### src/rtl/core_mem_arbiter_pkg.sv
// Shared micro-architecture types for the core memory arbiter.
//   ptr / word       : bus address (word granular) and data types
//   arb_state_e      : arbiter bus-ownership state
//   mem_req_t        : one latched request (address, write flag, store data)
package core_mem_arbiter_pkg;
  localparam int PTR_W  = 30;
  localparam int WORD_W = 32;

  typedef logic [PTR_W-1:0]  ptr;
  typedef logic [WORD_W-1:0] word;

  typedef enum logic [1:0] {
    IDLE  = 2'd0,
    FETCH = 2'd1,
    DATA  = 2'd2
  } arb_state_e;

  typedef struct packed {
    ptr   addr;
    logic write;
    word  data;
  } mem_req_t;
endpackage

### src/rtl/core_mem_arbiter_slot.sv
// Per-requester pending slot.
//   start/write/addr/data : request pulse and its sampled payload
//   grant                 : arbiter picked this slot (pending -> in flight)
//   done                  : ready pulse for this requester (in flight -> free)
//   pending/in_flight/req : slot status and held request
module core_mem_arbiter_slot
  import core_mem_arbiter_pkg::*;
(
  input  logic              clk,
  input  logic              rst_n,
  input  logic              start,
  input  logic              write,
  input  logic [PTR_W-1:0]  addr,
  input  logic [WORD_W-1:0] data,
  input  logic              grant,
  input  logic              done,
  output logic              pending,
  output logic              in_flight,
  output mem_req_t          req
);
  // A busy slot drops new starts, except on its own ready cycle, so a
  // requester can chain back-to-back accesses without a dead cycle.
  logic accept;
  assign accept = start && (!(pending || in_flight) || done);

  always_ff @(posedge clk or negedge rst_n) begin
    if (!rst_n) begin
      pending   <= 1'b0;
      in_flight <= 1'b0;
      req       <= '0;
    end else if (accept) begin
      pending   <= 1'b1;
      in_flight <= 1'b0;
      req       <= '{addr: addr, write: write, data: data};
    end else if (grant) begin
      pending   <= 1'b0;
      in_flight <= 1'b1;
    end else if (done) begin
      in_flight <= 1'b0;
    end
  end
endmodule

### src/rtl/core_mem_arbiter.sv
// Two-requester (instruction fetch / data) arbiter onto a single memory bus.
//   halt                          : blocks new grants, in-flight transfer completes
//   fetch_start/addr -> fetch_ready/data : fetch request and completion
//   data_start/write/addr/wr -> data_ready/rd : load/store request and completion
//   bus_start/write/addr/data_wr, bus_ready/data_rd : memory bus
//   busy                          : any request pending or transfer in flight
// Data wins arbitration unless FAIR_LIMIT data grants have been made back to
// back while a fetch waited, in which case the fetch goes next.
module core_mem_arbiter
  import core_mem_arbiter_pkg::*;
#(
  parameter int FAIR_LIMIT = 4
) (
  input  logic              clk,
  input  logic              rst_n,
  input  logic              halt,
  input  logic              fetch_start,
  input  logic [PTR_W-1:0]  fetch_addr,
  output logic              fetch_ready,
  output logic [WORD_W-1:0] fetch_data,
  input  logic              data_start,
  input  logic              data_write,
  input  logic [PTR_W-1:0]  data_addr,
  input  logic [WORD_W-1:0] data_wr,
  output logic              data_ready,
  output logic [WORD_W-1:0] data_rd,
  output logic              bus_start,
  output logic              bus_write,
  output logic [PTR_W-1:0]  bus_addr,
  output logic [WORD_W-1:0] bus_data_wr,
  input  logic              bus_ready,
  input  logic [WORD_W-1:0] bus_data_rd,
  output logic              busy
);
  localparam int CNT_W = $clog2(FAIR_LIMIT + 1);
  localparam logic [CNT_W-1:0] CNT_MAX = CNT_W'(FAIR_LIMIT);

  arb_state_e       state_q, state_d;
  logic [CNT_W-1:0] fair_cnt_q;
  logic             f_pend, f_fly, d_pend, d_fly;
  mem_req_t         f_req, d_req;
  logic             grant_f, grant_d, fetch_turn;
  word              fetch_data_q, data_rd_q;

  // Fetch never writes: its slot is tied to a read with zero data.
  core_mem_arbiter_slot u_fetch_slot (
    .clk(clk), .rst_n(rst_n),
    .start(fetch_start), .write(1'b0), .addr(fetch_addr), .data('0),
    .grant(grant_f), .done(fetch_ready),
    .pending(f_pend), .in_flight(f_fly), .req(f_req)
  );

  core_mem_arbiter_slot u_data_slot (
    .clk(clk), .rst_n(rst_n),
    .start(data_start), .write(data_write), .addr(data_addr), .data(data_wr),
    .grant(grant_d), .done(data_ready),
    .pending(d_pend), .in_flight(d_fly), .req(d_req)
  );

  // Grant is decided combinationally in IDLE so bus_start lands in the
  // cycle the transfer begins; the IDLE cycle after bus_ready is the
  // turnaround.
  assign fetch_turn = f_pend && (!d_pend || fair_cnt_q == CNT_MAX);
  assign grant_f    = (state_q == IDLE) && !halt && fetch_turn;
  assign grant_d    = (state_q == IDLE) && !halt && d_pend && !fetch_turn;
  assign bus_start  = grant_f || grant_d;

  assign fetch_ready = (state_q == FETCH) && bus_ready;
  assign data_ready  = (state_q == DATA)  && bus_ready;
  assign fetch_data  = fetch_ready ? bus_data_rd : fetch_data_q;
  assign data_rd     = data_ready  ? bus_data_rd : data_rd_q;

  assign busy = f_pend || f_fly || d_pend || d_fly || (state_q != IDLE);

  always_comb begin
    state_d = state_q;
    case (state_q)
      IDLE:    if (grant_f) state_d = FETCH;
               else if (grant_d) state_d = DATA;
      FETCH,
      DATA:    if (bus_ready) state_d = IDLE;
      default: state_d = IDLE;
    endcase
  end

  // Bus payload follows the owner's slot, which stays untouched until the
  // ready cycle, so address/data hold for the whole transfer.
  always_comb begin
    bus_write   = 1'b0;
    bus_addr    = '0;
    bus_data_wr = '0;
    if (grant_f || state_q == FETCH) begin
      bus_write   = f_req.write;
      bus_addr    = f_req.addr;
      bus_data_wr = f_req.data;
    end else if (grant_d || state_q == DATA) begin
      bus_write   = d_req.write;
      bus_addr    = d_req.addr;
      bus_data_wr = d_req.data;
    end
  end

  always_ff @(posedge clk or negedge rst_n) begin
    if (!rst_n) begin
      state_q      <= IDLE;
      fair_cnt_q   <= '0;
      fetch_data_q <= '0;
      data_rd_q    <= '0;
    end else begin
      state_q <= state_d;
      if (grant_f)
        fair_cnt_q <= '0;
      else if (grant_d && f_pend && fair_cnt_q != CNT_MAX)
        fair_cnt_q <= fair_cnt_q + 1'b1;
      if (fetch_ready) fetch_data_q <= bus_data_rd;
      if (data_ready)  data_rd_q    <= bus_data_rd;
    end
  end
endmodule

### config.mk
export PLATFORM = sky130hd
export DESIGN_NAME = core_mem_arbiter
export DESIGN_NICKNAME = d
export VERILOG_FILES = /design/src/rtl/core_mem_arbiter_pkg.sv /design/src/rtl/core_mem_arbiter_slot.sv /design/src/rtl/core_mem_arbiter.sv
export SDC_FILE = /design/constraint.sdc
export NUM_CORES = 1
export LEC_CHECK = 0
export ABC_AREA = 1
export CAP_MARGIN = 15
export CORE_ASPECT_RATIO = 0.9
export CORE_UTILIZATION = 35
export DETAILED_ROUTE_END_ITERATION = 8
export GPL_ROUTABILITY_DRIVEN = 0
export HOLD_SLACK_MARGIN = 0.05
export PLACE_DENSITY = 0.74
export SYNTH_ARGS = -nofsm -noshare
export SYNTH_HDL_FRONTEND = slang
export SYNTH_HIERARCHICAL = 1
export SYNTH_SLANG_ARGS = --single-unit
### constraint.sdc
create_clock -name clk -period 2.16 [get_ports clk]
set_input_delay 0.216 -clock clk [delete_from_list [all_inputs] [get_ports clk]]
set_output_delay 0.216 -clock clk [all_outputs]
set_load 0.1 [all_outputs]
==> impl_metrics.py, run 1 <==
metrics = {
    "finish": {
        "syn_to_final_growth_pct": 77.7,
        "multi_input_area_mm2": 0.00475,
        "seq_area_mm2": 0.00498,
        "nets": 1527,
        "drive_gt1_share_pct": 34.8,
        "final_cells": 1748,
        "stdcell_area_mm2": 0.0163,
        "fill_cells": 1948,
    },
    "logic_synthesis": {
        "synth_common_cells": "458 x nand2_1, 199 x dfrtp_1, 172 x nand3_1",
        "synth-edff-count": 0,
        "ys_seq_area_share_pct": 54.3,
        "synth.most_common_cell": "nand2_1",
        "syn-cell-area_mm2": 0.00917,
        "synth_flop_cell": "dfrtp_1",
        "synth_top_cell_by_area": "dfrtp_1",
        "yosys_register_bits": 199,
        "avgSynthCellArea_um2": 8.59,
        "syn_inst": 1067,
        "synthArstFlopShare_pct": 100,
        "synth_top_area_share_pct": 54.3,
        "synth_cell_types": 27,
        "synth_area_leaders": "dfrtp_1 54%, nand2_1 19%, nand3_1 9.4%, o21ai_0 3.9%, buf_6 3.7%",
        "yosys_warnings": 6,
    },
    "global_route": {
        "overflow": 0,
        "grt_pass1_wl_um": 48800,
        "antenna_found_initial": 3,
        "grt_pass1_vias": 8651,
        "grt_use_total_pct": 23.4,
        "grt_max_degree": 64,
    },
    "timing": {
        "tightest_slew_ns": 0.616,
        "rsz0062_at_grt": "yes",
        "setup_viol": 115,
        "clock.fmax_ghz": 0.416,
        "finalMaxSlewViolations": 0,
        "hold-worst-slack_ns": 0.0711,
        "clock_skew_ns": 0.0111,
        "finalCritPeriodShare_pct": 111,
        "maxSlewHeadroom_pct": 58.9,
        "period_needed_ns": 2.40,
        "timing.final.ws_setup_ns": -0.245,
        "hold_viol": 0,
    },
    "critical_path": {
        "critPathRequiredTime_ns": 1.94,
        "cp_max_fo": 9,
        "critPathKind": "reg2out",
        "worst_setup_path_end_kind": "output pin",
        "arrival_ns": 2.19,
        "cp-start-kind": "flip-flop",
    },
    "cts": {
        "cts_sinks": 199,
        "path_clk_slew_ns": 0.07,
        "cts_tree": "built",
        "clock_latency_ns": 0.44,
        "htreeDepth": 4,
        "cts_root_buf": "clkbuf_16",
        "cts_max_path_buffers": 2,
        "cts_buffers": 17,
    },
    "routing": {
        "via_count": 8774,
        "drt_iter0_markers": 746,
        "drc": 0,
        "dr.pass1.iters": 5,
        "postRouteAntennaNets": 0,
        "viasPerCell": 5.02,
        "postRouteWirelength_um": 34400,
        "wl_per_cell_um": 19.7,
    },
    "placed_design": {
        "placed_cell_area_mm2": 0.0136,
        "place_inst": 1658,
        "port_buffers": 261,
        "dp_hpwl_um": 18300,
    },
    "floorplan": {
        "rows": 55,
        "initial_utilization_pct": 36.0,
        "coreArea_mm2": 0.0255,
        "die_x_um": 173,
        "die_h_um": 156,
        "die_area_mm2": 0.0268,
        "ioPinCount": 262,
    },
    "min_path": {
        "hold_path.class": "in2reg",
    },
    "run_status": {
        "violations": "negative setup slack",
        "status": "finished with violations",
    },
    "job": {
        "drv_cap": 0,
    },
}
-- worst paths after layout --
path	from	to	slack, ns	depth (start not counted)
max	state_q[1]	bus_addr[29]	-0.24	11
min reg2reg	u_fetch_slot/req[60]	u_fetch_slot/req[60]	0.47	2
min in group asynchronous	rst_n	fetch_data_q[22]	0.32	2
max in group asynchronous	rst_n	u_fetch_slot/req[37]	1.10	3
max reg2reg	state_q[0]	u_data_slot/req[30]	0.04	13
min	data_start	u_data_slot/in_flight	0.07	2
-- final cells by class --
type	count	share of cell area [%]
antenna	2	0.0307
clock buffer	18	2.70
clock inverter	14	1.01
inverter	50	1.23
multi-input combinational	782	29.2
sequential	199	30.6
tap	342	2.63
timing repair buffer	341	32.7
-- layer usage --
metal	global-route usage [%]	part of all wire (%)	vias up
met5	0	0.041	-
met4	9.78	3.2	2
met3	3.78	5.2	66
met2	39.4	50	354
met1	30.1	42	4312
li1	-	-	4040
-- kinds of logic after synthesis --
logic type / Yosys count / share of synthesized area (%)
compound gates: 79 / 4.71
simple gates: 662 / 31.6
other cells: 1 / 0.0409
buf+inv: 120 / 8.61
fa+ha+maj: 5 / 0.682
flops: 199 / 54.3
xor+xnor: 1 / 0.0955
-- sequential cells by signal (all words and copies together) (netlist names) --
name / count
data_rd_q: 32
fair_cnt_q: 3
fetch_data_q: 32
state_q: 2
u_data_slot/in_flight: 1
u_data_slot/pending: 1
u_data_slot/req: 63
u_fetch_slot/in_flight: 1
u_fetch_slot/pending: 1
u_fetch_slot/req: 63
-- metrics by stage --
step           utilization, %  setup TNS, ns  setup slack, ns
3_5_place_dp             53.3              0           0.0783
2_1_floorplan               -         -38.50           -0.522
3_3_place_gp             53.3              0            0.126
6_report                 64.0         -17.52           -0.245
4_1_cts                  59.3         -18.06           -0.250
5_1_grt                  64.0         -30.83           -0.318
-- worst max-delay path, stage by stage (launching register included) --
cell	delay (ns)
dfrtp_1	0.39
inv_2	0.09
ha_4	0.15
buf_6	0.10
nand3_4	0.11
nor2_4	0.19
nor2_8	0.06
buf_12	0.15
buf_12	0.16
nand3_1	0.10
nand2_2	0.07
buf_12	0.16
-- layout by cell type (no fill, tap or decap), types with 21 or more instances in the layout --
master	Yosys	routed
clkbuf_16	0	31
o21ai_2	0	21
nand3_2	24	50
buf_4	21	22
inv_1	46	39
conb_1	1	33
clkdlybuf4s50_1	0	127
nand2_2	1	78
nand2_1	458	361
nand3_1	172	131
dfrtp_1	199	199
buf_12	0	153
o21ai_4	2	37
-- timing repair --
item / 4_1_cts / 5_1_grt
pin swaps: 22 / 31
endpoints found under the setup margin: 120 / 184
buffers inserted: 15 / 11
hold buffers: 1 / 0
gates cloned: 12 / 20
endpoints found under the hold margin: 48 / 0
resized for setup: 137 / 136
Power of run 1 is left out: the tool's default activity adds up to more than one toggle a clock period on the data nets, which glitch-free logic cannot reach.
==> inputs of run 2 (changes only) <==
- clock period: 2.16 -> 2.7 ns (I/O delays scaled with it)
==> run 2 against run 1 <==
  * The run now ends clean
  * Die area is the same
  * Sequential cell count is the same
  * Global-route usage shrank 2.6 points
  * Clock skew grew 0.00068 ns
  * Register-to-register slack gained 0.45 ns
  * Non-clock buffer count shrank 51
  * Design area shrank 14%
  * Core utilization shrank 8.7 points
  * Sequential share of layout area grew 4.8 points
  * Critical endpoint is now bus_addr[28]
  * Largest cell class is now sequential cells
  * Highest routed layer unchanged
==> impl_metrics.py, run 2 (synthesized netlist as in run 1, its figures left out) <==
metrics = {
    "critical_path": {
        "worst_setup_path_end_kind": "output pin",
        "cp-start-kind": "flip-flop",
        "critPathRequiredTime_ns": 2.43,
        "r2r_cells": 10,
        "arrival_ns": 2.31,
        "critPathKind": "reg2out",
        "cp_max_fo": 26,
    },
    "timing": {
        "maxSlewHeadroom_pct": 34.7,
        "period_needed_ns": 2.58,
        "rsz0062_at_grt": "no",
        "finalMaxSlewViolations": 0,
        "setup_viol": 0,
        "hold_viol": 0,
        "tightest_slew_ns": 0.980,
        "clock_skew_ns": 0.0118,
        "finalCritPeriodShare_pct": 95.4,
        "clock.fmax_ghz": 0.388,
        "fin_setup_tns_ns": 0,
    },
    "finish": {
        "syn_to_final_growth_pct": 53.5,
        "drive_gt1_share_pct": 18.9,
        "reg_top3": "u_data_slot/req (63), u_fetch_slot/req (63)",
        "final_cell_mix": "455 x nand2_1, 199 x dfrtp_1, 172 x nand3_1, 136 x buf_12, 127 x clkdlybuf4s50_1",
        "nets": 1475,
        "mostFrequentLayoutCell": "nand2_1",
    },
    "cts": {
        "cts_tree": "built",
        "clock_latency_ns": 0.44,
        "cts_root_buf": "clkbuf_16",
        "cts_max_path_buffers": 2,
        "path_clk_slew_ns": 0.07,
        "htreeDepth": 4,
        "cts_sinks": 199,
        "cts_buffers": 17,
    },
    "global_route": {
        "grt_max_degree": 119,
        "grt_pass1_vias": 8036,
        "antenna_found_initial": 3,
        "grt_pass1_wl_um": 44200,
        "overflow": 0,
        "grt_use_total_pct": 20.9,
    },
    "routing": {
        "wl_per_cell_um": 16.2,
        "drc": 0,
        "dr.pass1.iters": 5,
        "postRouteWirelength_um": 27400,
        "postRouteAntennaNets": 0,
        "drt_iter0_markers": 466,
        "viasPerCell": 4.72,
        "via_count": 8004,
    },
    "floorplan": {
        "initial_utilization_pct": 36.0,
        "die_area_mm2": 0.0268,
        "rows": 55,
        "coreArea_mm2": 0.0255,
        "die_h_um": 156,
        "die_x_um": 173,
        "ioPinCount": 262,
    },
    "run_status": {
        "status": "completed",
    },
    "job": {
        "drv_cap": 0,
    },
    "placed_design": {
        "dp_hpwl_um": 19000,
        "port_buffers": 261,
    },
    "min_path": {
        "holdPathStages": 3,
        "hold_path.class": "in2reg",
    },
}
-- run 2: final timing paths --
| check | startpoint | end | slack (ns) |
|---|---|---|---|
| max in group asynchronous | rst_n | u_fetch_slot/req[58] | 1.32 |
| worst max-delay path | state_q[0] | bus_addr[28] | 0.12 |
| worst min-delay path | fetch_addr[16] | u_fetch_slot/req[49] | 0.39 |
| worst max register to register | state_q[0] | u_data_slot/req[9] | 0.49 |
| min in group asynchronous | rst_n | data_rd_q[29] | 0.54 |
| worst min register to register | u_fetch_slot/req[49] | u_fetch_slot/req[49] | 0.47 |
-- run 2: what timing repair did --
action | in CTS | in global routing
resized for setup | 3 | 8
cloned | 0 | 1
hold buffers | 1 | 0
endpoints found under the hold margin | 91 | 0
pin swaps | 0 | 1
buffers inserted | 0 | 2
setup endpoints to repair | 54 | 60
-- run 2: through the flow --
stage               std cells  utilization (%)  instance area (um2)  setup WS [ns]  hold slack [ns]
floorplan                1099                -                 9380         -0.823          -0.0256
global placement         1657             52.5                13400          0.399            0.454
finish                   1696             55.3                14100          0.125            0.387
global route             1695             55.3                14100        0.00539            0.390
detailed placement       1657             52.5                13400          0.339            0.459
CTS                      1690             54.9                14000         0.0178            0.364
-- run 2: final cells by class --
| class | instances | area, um2 |
|---|---|---|
| fillers | 2260 | 11400 |
| flip-flops and latches | 199 | 4980 |
| repair buffers | 290 | 4230 |
| multi-input cells | 781 | 3640 |
| clock buffers | 21 | 460 |
| well taps | 342 | 428 |
| inverters | 50 | 190 |
| clock inverters | 11 | 138 |
| diodes | 2 | 5.00 |
-- run 2: critical path, cell delays in order, from the launching register on --
cell and delay, ns:
dfrtp_1 0.42, inv_1 0.10, ha_2 0.22, nand3_2 0.17, inv_4 0.13, nand2_4 0.10
nand2_8 0.14, buf_12 0.19, nand2_1 0.09, nand2_1 0.13, buf_12 0.19
-- run 2: metal layers --
metal  vias to the layer above  track usage [%]  part of all wire [%]
li1                       3909                -                     -
met1                      3833             26.7                    43
met2                       217             35.5                    50
met3                        43             3.56                   4.2
met4                         2             7.70                   2.5
met5                         -                0                 0.047
Power of run 2 is left out for the same reason.
